## src/rtl/ac_motor_pkg.sv

```systemverilog
// Shared constants and types for the AC motor phase generator.
// Sector geometry and safe reset defaults for the downstream SVM/PWM stage.
package ac_motor_pkg;

    localparam int SECTOR_COUNT    = 6;
    localparam int ANGLE_STEPS_DEF = 384;
    localparam int SECTOR_W        = ANGLE_STEPS_DEF / SECTOR_COUNT;

    localparam logic [7:0] DELAY_SAFE  = 8'hFF;
    localparam logic       MOD_DEFAULT = 1'b1;

    typedef enum logic {
        DIR_FWD = 1'b0,
        DIR_REV = 1'b1
    } dir_e;

endpackage

```

## src/rtl/ac_motor_phase_gen_if.sv

```systemverilog
// Control/status bundle between the motor control stage and the phase generator.
// The master drives frequency and modulation settings; the slave returns angle, sector and latched settings.
interface ac_motor_phase_gen_if #(
    parameter int RESOLUTION_BITS = 12,
    parameter int ANGLE_STEPS     = 384
);
    localparam int AW  = $clog2(ANGLE_STEPS);
    localparam int SAW = $clog2(ANGLE_STEPS / 6);

    logic [RESOLUTION_BITS-1:0] frequency;
    logic [RESOLUTION_BITS-1:0] amplitude;
    logic                       modulation;
    logic [7:0]                 delay;
    logic                       dir;

    logic [AW-1:0]              angle;
    logic [2:0]                 sector;
    logic [SAW-1:0]             sector_angle;
    logic                       step;
    logic                       running;
    logic [RESOLUTION_BITS-1:0] amp_out;
    logic                       mod_out;
    logic [7:0]                 delay_out;

    modport master (
        output frequency, amplitude, modulation, delay, dir,
        input  angle, sector, sector_angle, step, running, amp_out, mod_out, delay_out
    );

    modport slave (
        input  frequency, amplitude, modulation, delay, dir,
        output angle, sector, sector_angle, step, running, amp_out, mod_out, delay_out
    );

endinterface

```

## src/rtl/ac_motor_prescaler.sv

```systemverilog
// Divides the system clock into a one-cycle tick every PRESCALE cycles.
// The count restarts from 0 after reset so activity is tick-aligned.
module ac_motor_prescaler #(
    parameter int PRESCALE = 16
) (
    input  logic i_clk,
    input  logic i_rst_n,
    output logic o_tick
);
    localparam int            CW      = (PRESCALE <= 1) ? 1 : $clog2(PRESCALE);
    localparam logic [CW-1:0] CNT_MAX = CW'(PRESCALE - 1);

    logic [CW-1:0] r_cnt;

    always_ff @(posedge i_clk or negedge i_rst_n) begin
        if (!i_rst_n) begin
            r_cnt <= '0;
        end else if (r_cnt == CNT_MAX) begin
            r_cnt <= '0;
        end else begin
            r_cnt <= r_cnt + 1'b1;
        end
    end

    assign o_tick = (r_cnt == CNT_MAX);

endmodule

```

## src/rtl/ac_motor_phase_gen.sv

```systemverilog
// Turns a period-style frequency into a stepped electrical angle with sector
// decomposition, and re-times modulation settings so they only change at sector entry.
module ac_motor_phase_gen
    import ac_motor_pkg::*;
#(
    parameter int RESOLUTION_BITS = 12,
    parameter int PRESCALE        = 16,
    parameter int ANGLE_STEPS     = 384
) (
    input logic                  i_clk,
    input logic                  i_rst_n,
    ac_motor_phase_gen_if.slave  io_ctrl
);
    localparam int RB  = RESOLUTION_BITS;
    localparam int W   = ANGLE_STEPS / SECTOR_COUNT;
    localparam int AW  = $clog2(ANGLE_STEPS);
    localparam int SAW = $clog2(W);

    localparam logic [RB-1:0]  FREQ_STOP  = '1;
    localparam logic [AW-1:0]  ANGLE_MAX  = AW'(ANGLE_STEPS - 1);
    localparam logic [SAW-1:0] SA_MAX     = SAW'(W - 1);
    localparam logic [2:0]     SECTOR_MAX = 3'(SECTOR_COUNT - 1);

    logic           w_tick;
    logic           w_halted;
    logic           w_step;
    logic           w_sector_wrap;
    logic [RB-1:0]  w_freq_next;

    logic [RB-1:0]  r_freq_q;
    logic [RB-1:0]  r_pcnt;
    logic [AW-1:0]  r_angle;
    logic [2:0]     r_sector;
    logic [SAW-1:0] r_sector_angle;
    logic           r_step;
    logic           r_running;
    logic [RB-1:0]  r_amp;
    logic           r_mod;
    logic [7:0]     r_delay;

    ac_motor_prescaler #(.PRESCALE(PRESCALE)) u_prescaler (
        .i_clk   (i_clk),
        .i_rst_n (i_rst_n),
        .o_tick  (w_tick)
    );

    assign w_halted      = (r_freq_q == FREQ_STOP);
    assign w_step        = w_tick && !w_halted && (r_pcnt >= r_freq_q);
    // A new period only takes effect once the current interval has completed.
    assign w_freq_next   = (w_step || w_halted) ? io_ctrl.frequency : r_freq_q;
    assign w_sector_wrap = w_step && ((io_ctrl.dir == DIR_REV) ? (r_sector_angle == '0)
                                                               : (r_sector_angle == SA_MAX));

    always_ff @(posedge i_clk or negedge i_rst_n) begin
        if (!i_rst_n) begin
            r_freq_q       <= FREQ_STOP;
            r_pcnt         <= '0;
            r_angle        <= '0;
            r_sector       <= '0;
            r_sector_angle <= '0;
            r_step         <= 1'b0;
            r_running      <= 1'b0;
            r_amp          <= '0;
            r_mod          <= MOD_DEFAULT;
            r_delay        <= DELAY_SAFE;
        end else begin
            r_freq_q  <= w_freq_next;
            r_running <= (w_freq_next != FREQ_STOP);
            r_step    <= w_step;

            if (w_halted || w_step) begin
                r_pcnt <= '0;
            end else if (w_tick && (r_pcnt != FREQ_STOP)) begin
                r_pcnt <= r_pcnt + 1'b1;
            end

            // Sector and in-sector counters move together so no divider is needed.
            if (w_step) begin
                if (io_ctrl.dir == DIR_REV) begin
                    r_angle <= (r_angle == '0) ? ANGLE_MAX : r_angle - 1'b1;
                    if (r_sector_angle == '0) begin
                        r_sector_angle <= SA_MAX;
                        r_sector       <= (r_sector == '0) ? SECTOR_MAX : r_sector - 1'b1;
                    end else begin
                        r_sector_angle <= r_sector_angle - 1'b1;
                    end
                end else begin
                    r_angle <= (r_angle == ANGLE_MAX) ? '0 : r_angle + 1'b1;
                    if (r_sector_angle == SA_MAX) begin
                        r_sector_angle <= '0;
                        r_sector       <= (r_sector == SECTOR_MAX) ? '0 : r_sector + 1'b1;
                    end else begin
                        r_sector_angle <= r_sector_angle + 1'b1;
                    end
                end
            end

            if (w_halted || w_sector_wrap) begin
                r_amp   <= io_ctrl.amplitude;
                r_mod   <= io_ctrl.modulation;
                r_delay <= io_ctrl.delay;
            end
        end
    end

    assign io_ctrl.angle        = r_angle;
    assign io_ctrl.sector       = r_sector;
    assign io_ctrl.sector_angle = r_sector_angle;
    assign io_ctrl.step         = r_step;
    assign io_ctrl.running      = r_running;
    assign io_ctrl.amp_out      = r_amp;
    assign io_ctrl.mod_out      = r_mod;
    assign io_ctrl.delay_out    = r_delay;

endmodule
```

## src/flat_wrapper.sv

```systemverilog
// flat-port wrapper written by rule: the top's interface ports become plain ports
module ac_motor_phase_gen_flat import ac_motor_pkg::*;
#(
    parameter int RESOLUTION_BITS = 12,
    parameter int PRESCALE        = 16,
    parameter int ANGLE_STEPS     = 384
)
  (i_clk, i_rst_n, io_ctrl_frequency, io_ctrl_amplitude, io_ctrl_modulation, io_ctrl_delay, io_ctrl_dir, io_ctrl_angle, io_ctrl_sector, io_ctrl_sector_angle, io_ctrl_step, io_ctrl_running, io_ctrl_amp_out, io_ctrl_mod_out, io_ctrl_delay_out);
  ac_motor_phase_gen_if #(.RESOLUTION_BITS(RESOLUTION_BITS), .ANGLE_STEPS(ANGLE_STEPS)) io_ctrl_i ();
  input logic i_clk;
  input logic i_rst_n;
  input wire logic [$bits(io_ctrl_i.frequency)-1:0] io_ctrl_frequency;
  input wire logic [$bits(io_ctrl_i.amplitude)-1:0] io_ctrl_amplitude;
  input wire logic [$bits(io_ctrl_i.modulation)-1:0] io_ctrl_modulation;
  input wire logic [$bits(io_ctrl_i.delay)-1:0] io_ctrl_delay;
  input wire logic [$bits(io_ctrl_i.dir)-1:0] io_ctrl_dir;
  output wire logic [$bits(io_ctrl_i.angle)-1:0] io_ctrl_angle;
  output wire logic [$bits(io_ctrl_i.sector)-1:0] io_ctrl_sector;
  output wire logic [$bits(io_ctrl_i.sector_angle)-1:0] io_ctrl_sector_angle;
  output wire logic [$bits(io_ctrl_i.step)-1:0] io_ctrl_step;
  output wire logic [$bits(io_ctrl_i.running)-1:0] io_ctrl_running;
  output wire logic [$bits(io_ctrl_i.amp_out)-1:0] io_ctrl_amp_out;
  output wire logic [$bits(io_ctrl_i.mod_out)-1:0] io_ctrl_mod_out;
  output wire logic [$bits(io_ctrl_i.delay_out)-1:0] io_ctrl_delay_out;
  assign io_ctrl_i.frequency = io_ctrl_frequency;
  assign io_ctrl_i.amplitude = io_ctrl_amplitude;
  assign io_ctrl_i.modulation = io_ctrl_modulation;
  assign io_ctrl_i.delay = io_ctrl_delay;
  assign io_ctrl_i.dir = io_ctrl_dir;
  assign io_ctrl_angle = io_ctrl_i.angle;
  assign io_ctrl_sector = io_ctrl_i.sector;
  assign io_ctrl_sector_angle = io_ctrl_i.sector_angle;
  assign io_ctrl_step = io_ctrl_i.step;
  assign io_ctrl_running = io_ctrl_i.running;
  assign io_ctrl_amp_out = io_ctrl_i.amp_out;
  assign io_ctrl_mod_out = io_ctrl_i.mod_out;
  assign io_ctrl_delay_out = io_ctrl_i.delay_out;
  ac_motor_phase_gen #(.RESOLUTION_BITS(RESOLUTION_BITS), .PRESCALE(PRESCALE), .ANGLE_STEPS(ANGLE_STEPS)) u_core (.i_clk(i_clk), .i_rst_n(i_rst_n), .io_ctrl(io_ctrl_i));
endmodule
```

## config.mk

```make
export PLATFORM = sky130hd
export DESIGN_NAME = ac_motor_phase_gen_flat
export DESIGN_NICKNAME = d
export VERILOG_FILES = /design/src/rtl/ac_motor_pkg.sv /design/src/rtl/ac_motor_phase_gen_if.sv /design/src/rtl/ac_motor_prescaler.sv /design/src/rtl/ac_motor_phase_gen.sv /design/src/flat_wrapper.sv
export SDC_FILE = /design/constraint.sdc
export NUM_CORES = 1
export LEC_CHECK = 0
export BUFFER_PORTS_ARGS = -buffer_cell sky130_fd_sc_hd__buf_2
export CAP_MARGIN = 20
export CORE_MARGIN = 3
export CORE_UTILIZATION = 55
export CTS_BUF_LIST = sky130_fd_sc_hd__clkbuf_8 sky130_fd_sc_hd__clkbuf_16
export DETAILED_ROUTE_END_ITERATION = 6
export HOLD_SLACK_MARGIN = 0.02
export PLACE_DENSITY = 0.8
export SLEW_MARGIN = 20
export SYNTH_ARGS = -nofsm -noshare
export SYNTH_HDL_FRONTEND = slang
export SYNTH_SLANG_ARGS = --single-unit
```

## constraint.sdc

```tcl
create_clock -name i_clk -period 2.5 [get_ports i_clk]
set_input_delay 0.375 -clock i_clk [delete_from_list [all_inputs] [get_ports i_clk]]
set_output_delay 0.375 -clock i_clk [all_outputs]
set_load 0.02 [all_outputs]
```

==> summary.md, run 1 <==
| Metric | Value |
|---|---|
| Cell count along the critical path | 8 |
| CTS Buf Count | 9 |
| Logic pwr share | 18.3% |
| Vias in the first global route | 3059 |
| Net Sw Power | 0.000807 W |
| Initial drt markers | 190 |
| Synth Cell Area | 3880 um^2 |
| FP Rows | 29 |
| Post-synth EDFFs | 0 |
| Maximum VDD drop | 309 uV |
| Root buf cell | clkbuf_8 |
| Setup violations, final | 0 |
| Drt total wl | 8.75 mm |
| Yosys cell types | 57 |
| Worst Setup End Kind | flip-flop |
| Clock share of power | 34.2% |
| Avg WL per Cell | 15.6 um |
| Fin crit period | 2380 ps |
| Post-CTS Setup Bufs | 0 |
| Crit-path max cell delay | 540 ps |
| Normalized max-slew margin | 71.8% |
| Antenna Nets Post-Route | 0 |
| Warnings from Yosys | 0 |
| Clk slew on worst S/H paths | 80 ps |
| Gr ovfl total | 0 |
| Setup_tns | 0 ps |
| FF-to-FF path depth | 8 |
| Crit Path Max Fanout | 13 |
| CTS tree | yes |
| LEAKAGE | 2.30 nW |
| Layout Cells excl Fill | 562 |
| Outcome | completed |
| Num ports | 77 |
| Initial antenna violation count | 0 |
| Hold path depth | 3 |
| Share of layout cells above drive strength 1 | 32.6% |
| Starting Density | 58.8% |
| CP startpoint kind | flip-flop |
| FFs w/ async S/R, synth | 100% |
| Pwr per Cell Area | 623 nW/um^2 |
| Final Util | 70.0% |
| Vias/cell | 5.73 |
| WHS | 249 ps |
| Max_cap viols | 0 |
| Flop pwr share | 47.5% |
| Final number of hold-violating endpoints | 0 |
| Critical path class | reg2reg |
| Synth cell count leaders | dfrtp_1, nor2_1, o21ai_0 |
| DRC | 0 |
| CP Launch Point | u_core.r_freq_q[9] |
| Syn Nets | 444 |
| Top-area cell type share of the netlist area | 30.9% |
| CTS H-tree lvls | 3 |
| GP Congestion | 0.900 |
| P_int | 0.00207 W |
| Slowest CP cell | dfstp_2 |
| DR pass1 iterations | 4 |
| Filler cells | 493 |
| Global Route Usage Sum | 22.3% |
| Worst r2r src | u_core.r_freq_q[9] |
| Core area | 6600 um^2 |
| Clk buf depth | 2 |
| Register area share after synthesis | 45.1% |
| Post-Synthesis Cells | 388 |
| Layout Skew | 9.05 ps |
| Top FF cell, synth | dfrtp_1 |
| Final period util | 95.2% |
| RSZ-0062 raised after global routing | false |
| Hpwl dp | 6.30 mm |
| DIE HEIGHT | 90.0 um |
| Max Fclk | 420 MHz |
| Inst Count DP | 545 |
| Syn Area/Cell | 10.0 um^2 |
| Largest net degree at the start of global routing | 54 |
| Path type of the worst min-delay path | in2reg |
| Die ar. | 8110 um^2 |
| Worst path bufs/invs | 2 |
| Least-Margin Pin Slew | 422 ps |
| #FFs+latches synth | 69 |
| Hold Path Origin | io_ctrl_frequency[8] |
| Clock Latency Late Sink | 350 ps |
| Nets@finish | 520 |
| Clock sink count | 69 |
| Most frequent cell after synthesis | dfrtp_1 |
| First-pass GRT wire length | 15.0 mm |
| Sw frac | 28.0% |
| Port buffer count | 76 |
| Worst-path cell chain | inv_1 -> ha_1 -> nand4_1 -> nor3_1 -> o2bb2ai_2 -> buf_4 -> nor2_1 -> or4_1 |
| Data required, critical path | 2720 ps |
| Area leader, netlist | dfrtp_1 |
| Largest cells by area after synthesis | dfrtp_1, dfstp_2, mux2_4 |
| Diode count | 0 |
| Vias | 3221 |
| Layout area overhead | 19.0% |
| Worst path arrival time | 2600 ps |
| Largest delay share family, worst path | simple AND/OR/NAND/NOR gates |
| Die Width | 90.0 um |
| Max Slew Vio Count | 0 |
[metal layers]
layer	track usage [%]	share of wire, %	routed length, um
met1	30.4	45	3960
met2	35.1	47	4120
met3	4.34	5.5	480
met4	8.93	2.1	184
met5	0	0	0
[cell usage in the layout, fill, tap and decap left out, types with 3 or more instances in the layout]
cell,count
o31ai_1,3
inv_1,21
dfstp_2,21
dfrtp_1,48
mux2i_1,4
buf_12,3
and2_1,3
a31oi_1,8
o21ai_1,5
ha_1,20
nand2_1,23
xor2_1,13
nand3_1,18
buf_4,4
mux2_4,20
o21ai_0,32
nand4_1,14
and3_1,8
a21o_1,3
xnor2_1,5
clkbuf_8,10
nor3_1,10
buf_2,76
nor2_1,35
a21oi_1,14
[tightest hold or removal path, cell delays in order]
cell	delay (ps)
buf_2	110
o21ai_0	60
o21ai_1	60
[layout make-up]
cell class | count | area (um^2) | area share, %
well taps | 93 | 116 | 2.52
clock inverters | 5 | 56.3 | 1.22
inverters | 21 | 78.8 | 1.71
repair buffers | 84 | 480 | 10.4
flip-flops and latches | 69 | 1750 | 37.9
multi-input cells | 279 | 1980 | 42.7
clock buffers | 11 | 163 | 3.52
[repair_timing]
action,CTS,global route
hold buffers,1,0
endpoints found under the hold margin,16,0
resized for setup,0,6
setup endpoints to repair,0,21
[state kept, by name, summed over array words and instances, names as in the netlist]
signal,cells
u_core.io_ctrl.amp_out,12
u_core.io_ctrl.angle,9
u_core.io_ctrl.delay_out,8
u_core.io_ctrl.mod_out,1
u_core.io_ctrl.running,1
u_core.io_ctrl.sector,3
u_core.io_ctrl.sector_angle,6
u_core.io_ctrl.step,1
u_core.r_freq_q,12
u_core.r_pcnt,12
u_core.u_prescaler.r_cnt,4
[per-stage QoR]
stage | area [um^2] | power, W | setup WS (ps)
final | 4620 | 0.00288 | 119
after detailed placement | 4370 | 0.00190 | 98.3
after CTS | 4600 | 0.00288 | 73.2
after floorplan | 3880 | 0.00170 | 266
after global routing | 4620 | 0.00302 | 11.3
after global placement | 4370 | 0.00188 | 185
[power groups by stage]
stage | clock (W) | combinational, W | sequential, W
CTS | 0.00100 | 0.000520 | 0.00136
finish | 0.000983 | 0.000528 | 0.00137
detailed placement | 0 | 0.000512 | 0.00138
floorplan | 0 | 0.000250 | 0.00145
global placement | 0 | 0.000496 | 0.00138
global route | 0.00105 | 0.000581 | 0.00139
[final timing paths]
path / slack, ps / to
worst max register to register: 120 / u_core.io_ctrl.running
worst min register to register: 490 / u_core.u_prescaler.r_cnt[0]
max in group asynchronous: 1340 / u_core.r_freq_q[7]
worst min-delay path: 250 / u_core.r_freq_q[8]
worst max-delay path: 120 / u_core.io_ctrl.running
min in group asynchronous: 490 / u_core.io_ctrl.amp_out[2]
[cells by family after synthesis]
kind of cell / synth area share [%]
flip-flops: 45.1
XOR/XNOR: 4.06
buffers and inverters: 4.61
AO/OA/AOI/OAI: 13.7
adder cells (fa/ha/maj): 6.44
multiplexers: 9.34
AND/OR/NAND/NOR: 16.7
No activity file was read; power rests on OpenSTA's default activity.
==> inputs of run 2 (changes only) <==
--- a/config.mk
+++ b/config.mk
@@ -8,11 +8,11 @@
 export BUFFER_PORTS_ARGS = -buffer_cell sky130_fd_sc_hd__buf_2
 export CAP_MARGIN = 20
 export CORE_MARGIN = 3
-export CORE_UTILIZATION = 55
-export CTS_BUF_LIST = sky130_fd_sc_hd__clkbuf_8 sky130_fd_sc_hd__clkbuf_16
+export CORE_UTILIZATION = 57
+export CTS_BUF_LIST = sky130_fd_sc_hd__clkbuf_8
 export DETAILED_ROUTE_END_ITERATION = 6
 export HOLD_SLACK_MARGIN = 0.02
-export PLACE_DENSITY = 0.8
+export PLACE_DENSITY = 0.82
 export SLEW_MARGIN = 20
 export SYNTH_ARGS = -nofsm -noshare
 export SYNTH_HDL_FRONTEND = slang
==> summary.md, run 2 (synthesis gave the netlist of run 1 again) <==
| Metric | Value |
|---|---|
| Global Route Usage Sum | 23.6% |
| Die Width | 88.5 um |
| Num ports | 77 |
| Gr ovfl total | 0 |
| Design Area, Final | 4610 um^2 |
| Hold Path Origin | io_ctrl_amplitude[1] |
| Max Fclk | 424 MHz |
| Filler cells | 500 |
| CTS H-tree lvls | 3 |
| CTS tree | yes |
| GP Congestion | 0.894 |
| Maximum VDD drop | 272 uV |
| Commonest cells after routing, fill and taps aside | buf_2, dfrtp_1, nor2_1, o21ai_0, nand2_1 |
| Post-CTS Setup Bufs | 0 |
| Inst Count DP | 534 |
| Hpwl dp | 6.16 mm |
| DRC | 0 |
| Worst r2r src | u_core.r_freq_q[9] |
| CTS Buf Count | 9 |
| Max_cap viols | 0 |
| Crit-path max cell delay | 540 ps |
| DIE HEIGHT | 88.5 um |
| Setup violations, final | 0 |
| Final period util | 94.4% |
| Worst-path cell chain | inv_1 -> ha_1 -> nand4_1 -> nor2_1 -> nor3_2 -> o2bb2ai_2 -> buf_4 -> nor2_1 -> or4_1 |
| Layout area overhead | 18.7% |
| Worst path arrival time | 2590 ps |
| Pwr per Cell Area | 622 nW/um^2 |
| CP startpoint kind | flip-flop |
| Share of layout cells above drive strength 1 | 32.9% |
| DR pass1 iterations | 5 |
| Initial antenna violation count | 0 |
| FP Rows | 29 |
| Avg WL per Cell | 15.9 um |
| Initial drt markers | 151 |
| Port buffer count | 76 |
| Least-Margin Pin Slew | 419 ps |
| Hold path depth | 2 |
| Vias in the first global route | 3112 |
| Die ar. | 7840 um^2 |
| Max Slew Vio Count | 0 |
| Reg2Reg Capture Point | u_core.io_ctrl.running |
| Slowest CP cell | dfstp_2 |
| Critical path class | reg2reg |
| FF-to-FF path depth | 9 |
| Final number of hold-violating endpoints | 0 |
| Root buf cell | clkbuf_8 |
| Layout Skew | 11.5 ps |
| Clock sink count | 69 |
| Clock Latency Late Sink | 350 ps |
| Worst Setup End Kind | flip-flop |
| Met3 layer usage reported by global route | 6.70% |
| Nets@finish | 525 |
| M1 GR Usage | 30.8% |
| Core area | 6460 um^2 |
| Met2 Usage GRT | 38.1% |
| Placed Instance Area | 4360 um^2 |
| Data required, critical path | 2730 ps |
| Reg-to-reg slack, setup | 140 ps |
| Most used cell, CP | nor2_1 |
| Antenna Nets Post-Route | 0 |
| Normalized max-slew margin | 72.1% |
| Layout Cells excl Fill | 551 |
| Largest net degree at the start of global routing | 36 |
| Clk buf depth | 2 |
| Worst Hold Path EP | u_core.io_ctrl.amp_out[1] |
| Drt total wl | 8.75 mm |
| Commonest non-fill, non-tap cell in the layout | buf_2 |
| Vias/cell | 5.93 |
| Layer with the highest usage | met2 |
| Clk slew on worst S/H paths | 80 ps |
| Vias | 3270 |
| Crit Path Max Fanout | 13 |
| Fin crit period | 2360 ps |
| Path type of the worst min-delay path | in2reg |
| LEAKAGE | 2.32 nW |
| Starting Density | 60.1% |
| Outcome | completed |
| Diode count | 0 |
| WHS | 252 ps |
| First-pass GRT wire length | 14.3 mm |
[run 2: cell count changes in the layout (fill, tap and decap cells not counted), sizes merged]
cell,previous run,this run
inv,23,22
bufinv,1,2
clkinv,1,3
clkinvlp,1,0
buf,83,88
clkbuf,11,10
[run 2: timing repair]
action	in CTS	in global routing
gates resized for setup	0	4
endpoints found under the hold margin	10	0
endpoints found under the setup margin	0	7
hold buffers	1	0
[run 2: metrics by stage]
stage / worst slack [ps] / setup TNS, ps / power, W / util, %
floorplan: 266 / 0 / 0.00170 / -
global placement: 205 / 0 / 0.00187 / 67.6
detailed placement: 143 / 0 / 0.00189 / 67.6
CTS: 133 / 0 / 0.00289 / 71.0
global route: -6.81 / -6.81 / 0.00302 / 71.4
finish: 139 / 0 / 0.00287 / 71.4
[run 2: layout make-up]
cell class / instances / area, um^2 / area share (%)
repair buffers: 89 / 493 / 10.7
clock inverters: 6 / 77.6 / 1.68
well taps: 77 / 96.3 / 2.09
clock buffers: 10 / 138 / 2.99
inverters: 21 / 78.8 / 1.71
flip-flops and latches: 69 / 1750 / 38.0
multi-input cells: 279 / 1970 / 42.8
[run 2: worst max path at each step]
stage / startpoint / to / slack, ps
2_1_floorplan: u_core.r_freq_q[2] / u_core.io_ctrl.amp_out[10] / 270
3_3_place_gp: u_core.r_freq_q[2] / u_core.io_ctrl.amp_out[0] / 200
3_5_place_dp: u_core.r_freq_q[9] / u_core.io_ctrl.running / 140
4_1_cts: u_core.r_freq_q[9] / u_core.io_ctrl.running / 130
5_1_grt: u_core.r_freq_q[9] / u_core.io_ctrl.running / -7
6_report: u_core.r_freq_q[9] / u_core.io_ctrl.running / 140
[run 2: worst max-delay path, delay by kind of cell, from the launching register on]
kind | cells | cell delay, ps
buffers and inverters | 2 | 260
DFF | 1 | 540
adders and majority gates | 1 | 300
and+or+nand+nor | 5 | 1000
AOI/OAI and AO/OA | 1 | 160
[run 2: layer usage]
metal / routed length, um / vias up / share of wire [%]
met5: 0 / - / 0
met4: 103 / 0 / 1.2
met3: 702 / 8 / 8.0
met2: 4090 / 133 / 47
met1: 3850 / 1577 / 44
li1: - / 1552 / -
[run 2: report_power, final]
group | switching [W] | internal (W) | total, W | leakage, nW
logic | 0.000282 | 0.000228 | 0.000509 | 1.39
registers | 0.0000790 | 0.00129 | 0.00137 | 0.818
clock network | 0.000413 | 0.000578 | 0.000991 | 0.115
==> inputs of run 3 (changes only) <==
--- a/config.mk
+++ b/config.mk
@@ -5,14 +5,14 @@
 export SDC_FILE = /design/constraint.sdc
 export NUM_CORES = 1
 export LEC_CHECK = 0
-export BUFFER_PORTS_ARGS = -buffer_cell sky130_fd_sc_hd__buf_2
 export CAP_MARGIN = 20
 export CORE_MARGIN = 3
-export CORE_UTILIZATION = 57
+export CORE_UTILIZATION = 60
 export CTS_BUF_LIST = sky130_fd_sc_hd__clkbuf_8
 export DETAILED_ROUTE_END_ITERATION = 6
+export DONT_BUFFER_PORTS = 1
 export HOLD_SLACK_MARGIN = 0.02
-export PLACE_DENSITY = 0.82
+export PLACE_DENSITY = 0.76
 export SLEW_MARGIN = 20
 export SYNTH_ARGS = -nofsm -noshare
 export SYNTH_HDL_FRONTEND = slang
==> summary.md, run 3 (synthesis gave the netlist of run 1 again) <==
| Metric | Value |
|---|---|
| Outcome | completed |
| Initial antenna violation count | 0 |
| Vias/cell | 6.14 |
| Clock Latency Late Sink | 350 ps |
| Worst-path cell chain | inv_1 -> ha_1 -> nand4_1 -> nor3_1 -> and2_1 -> a21oi_2 -> buf_12 -> inv_2 -> o21ai_0 -> a22o_1 |
| Slowest CP cell | dfstp_2 |
| Clk slew on worst S/H paths | 80 ps |
| Clk buf depth | 2 |
| Hold path depth | 2 |
| Hpwl dp | 5.66 mm |
| Global Route Usage Sum | 22.6% |
| Clock sink count | 69 |
| Layout area overhead | 9.47% |
| Layout Skew | 8.77 ps |
| Hold Path Origin | io_ctrl_frequency[3] |
| Normalized max-slew margin | 68.8% |
| Commonest cells after routing, fill and taps aside | dfrtp_1, nor2_1, o21ai_0, nand2_1 |
| Avg WL per Cell | 17.2 um |
| Diode count | 0 |
| Root buf cell | clkbuf_8 |
| FF-to-FF path depth | 10 |
| Path type of the worst min-delay path | in2reg |
| Setup_tns | 0 ps |
| Antenna Nets Post-Route | 0 |
| Final period util | 93.5% |
| Max_cap viols | 0 |
| FP Rows | 28 |
| DR pass1 iterations | 4 |
| CTS Buf Count | 9 |
| DIE HEIGHT | 86.5 um |
| Vias in the first global route | 2811 |
| Gr ovfl total | 0 |
| Final worst setup slack | 163 ps |
| CP startpoint kind | flip-flop |
| Starting Density | 63.7% |
| Drt total wl | 8.13 mm |
| Worst r2r src | u_core.r_freq_q[9] |
| Least-Margin Pin Slew | 468 ps |
| DRC | 0 |
| CP Launch Point | u_core.r_freq_q[9] |
| Commonest non-fill, non-tap cell in the layout | dfrtp_1 |
| Critical path class | reg2reg |
| Dpl ws | 128 ps |
| Final Util | 69.7% |
| Final number of hold-violating endpoints | 0 |
| Reg2Reg Capture Point | u_core.io_ctrl.angle[7] |
| Vias | 2910 |
| Reg-to-reg slack, setup | 160 ps |
| Worst path arrival time | 2570 ps |
| CTS tree | yes |
| LEAKAGE | 2.01 nW |
| Largest net degree at the start of global routing | 70 |
| Maximum VDD drop | 539 uV |
| GP Congestion | 0.820 |
| Crit-path max cell delay | 540 ps |
| Nets@finish | 450 |
| Num ports | 77 |
| Share of layout cells above drive strength 1 | 19.8% |
| Initial drt markers | 155 |
| Tot Pwr | 0.00277 W |
| Worst Setup End Kind | flip-flop |
| Fin crit period | 2340 ps |
| RSZ-0062 raised after global routing | false |
| Port buffer count | 0 |
| Worst Hold Path EP | u_core.r_freq_q[3] |
| Die Width | 86.5 um |
| Pwr per Cell Area | 652 nW/um^2 |
| First-pass GRT wire length | 13.4 mm |
| CTS H-tree lvls | 3 |
| WHS | 152 ps |
| Core area | 6100 um^2 |
| Die ar. | 7470 um^2 |
| Max Slew Vio Count | 0 |
| Max Fclk | 428 MHz |
| Setup violations, final | 0 |
| Crit Path Max Fanout | 22 |
| Data required, critical path | 2730 ps |
[run 3: cell count changes in the layout (fill, tap and decap cells not counted)]
cell and delta:
buf_12 +1, buf_16 +1, buf_2 -76, buf_4 -1
clkbuf_8 -1, clkinv_1 -1, clkinv_2 -1, clkinvlp_4 +3
nor3_1 +3, nor3_2 -3
[run 3: final cells by class]
cell class | count | area, um^2
Fill cell | 455 | 1840
Inverter | 21 | 78.8
Tap cell | 75 | 93.8
Multi-Input combinational cell | 279 | 1960
Clock inverter | 7 | 91.3
Sequential cell | 69 | 1750
Timing Repair Buffer | 14 | 153
Clock buffer | 9 | 124
[run 3: timing repair]
action	CTS	global route
hold endpoints to repair	69	0
endpoints found under the setup margin	0	4
buffers inserted	0	2
gates resized for setup	0	1
hold buffers	2	0
[run 3: worst max-delay path by stage]
| stage | slack [ps] | endpoint |
|---|---|---|
| after floorplan | 270 | u_core.io_ctrl.amp_out[10] |
| after global placement | 180 | u_core.io_ctrl.amp_out[0] |
| after detailed placement | 130 | u_core.io_ctrl.running |
| after CTS | 120 | u_core.io_ctrl.amp_out[0] |
| after global routing | 1 | u_core.io_ctrl.running |
| final | 160 | u_core.io_ctrl.angle[7] |
[run 3: routing by layer]
metal	up-vias	wire, um	GRT usage (%)
met5	-	0	0
met4	0	129	9.21
met3	12	583	5.23
met2	90	3590	34.3
met1	1403	3830	31.4
li1	1405	-	-
[run 3: critical path: cells and delay by family, from the launching register on]
kind | cells | cell delay (ps)
adder cells (fa/ha/maj) | 1 | 290
AO/OA/AOI/OAI | 3 | 390
buffers and inverters | 3 | 410
AND/OR/NAND/NOR | 3 | 590
flip-flops | 1 | 540
[run 3: through the flow]
stage                     instance area, um^2  cells
final                                    4250    474
after global routing                     4250    474
after CTS                                4230    472
after detailed placement                 3980    454
after global placement                   3980    454
after floorplan                          3880    388
[run 3: where the power goes]
part / total (W) / switching (W) / leakage (nW) / internal (W)
clock network: 0.000985 / 0.000429 / 0.103 / 0.000556
logic: 0.000327 / 0.000159 / 1.08 / 0.000168
registers: 0.00146 / 0.000168 / 0.818 / 0.00129
total: 0.00277 / 0.000756 / 2.01 / 0.00202
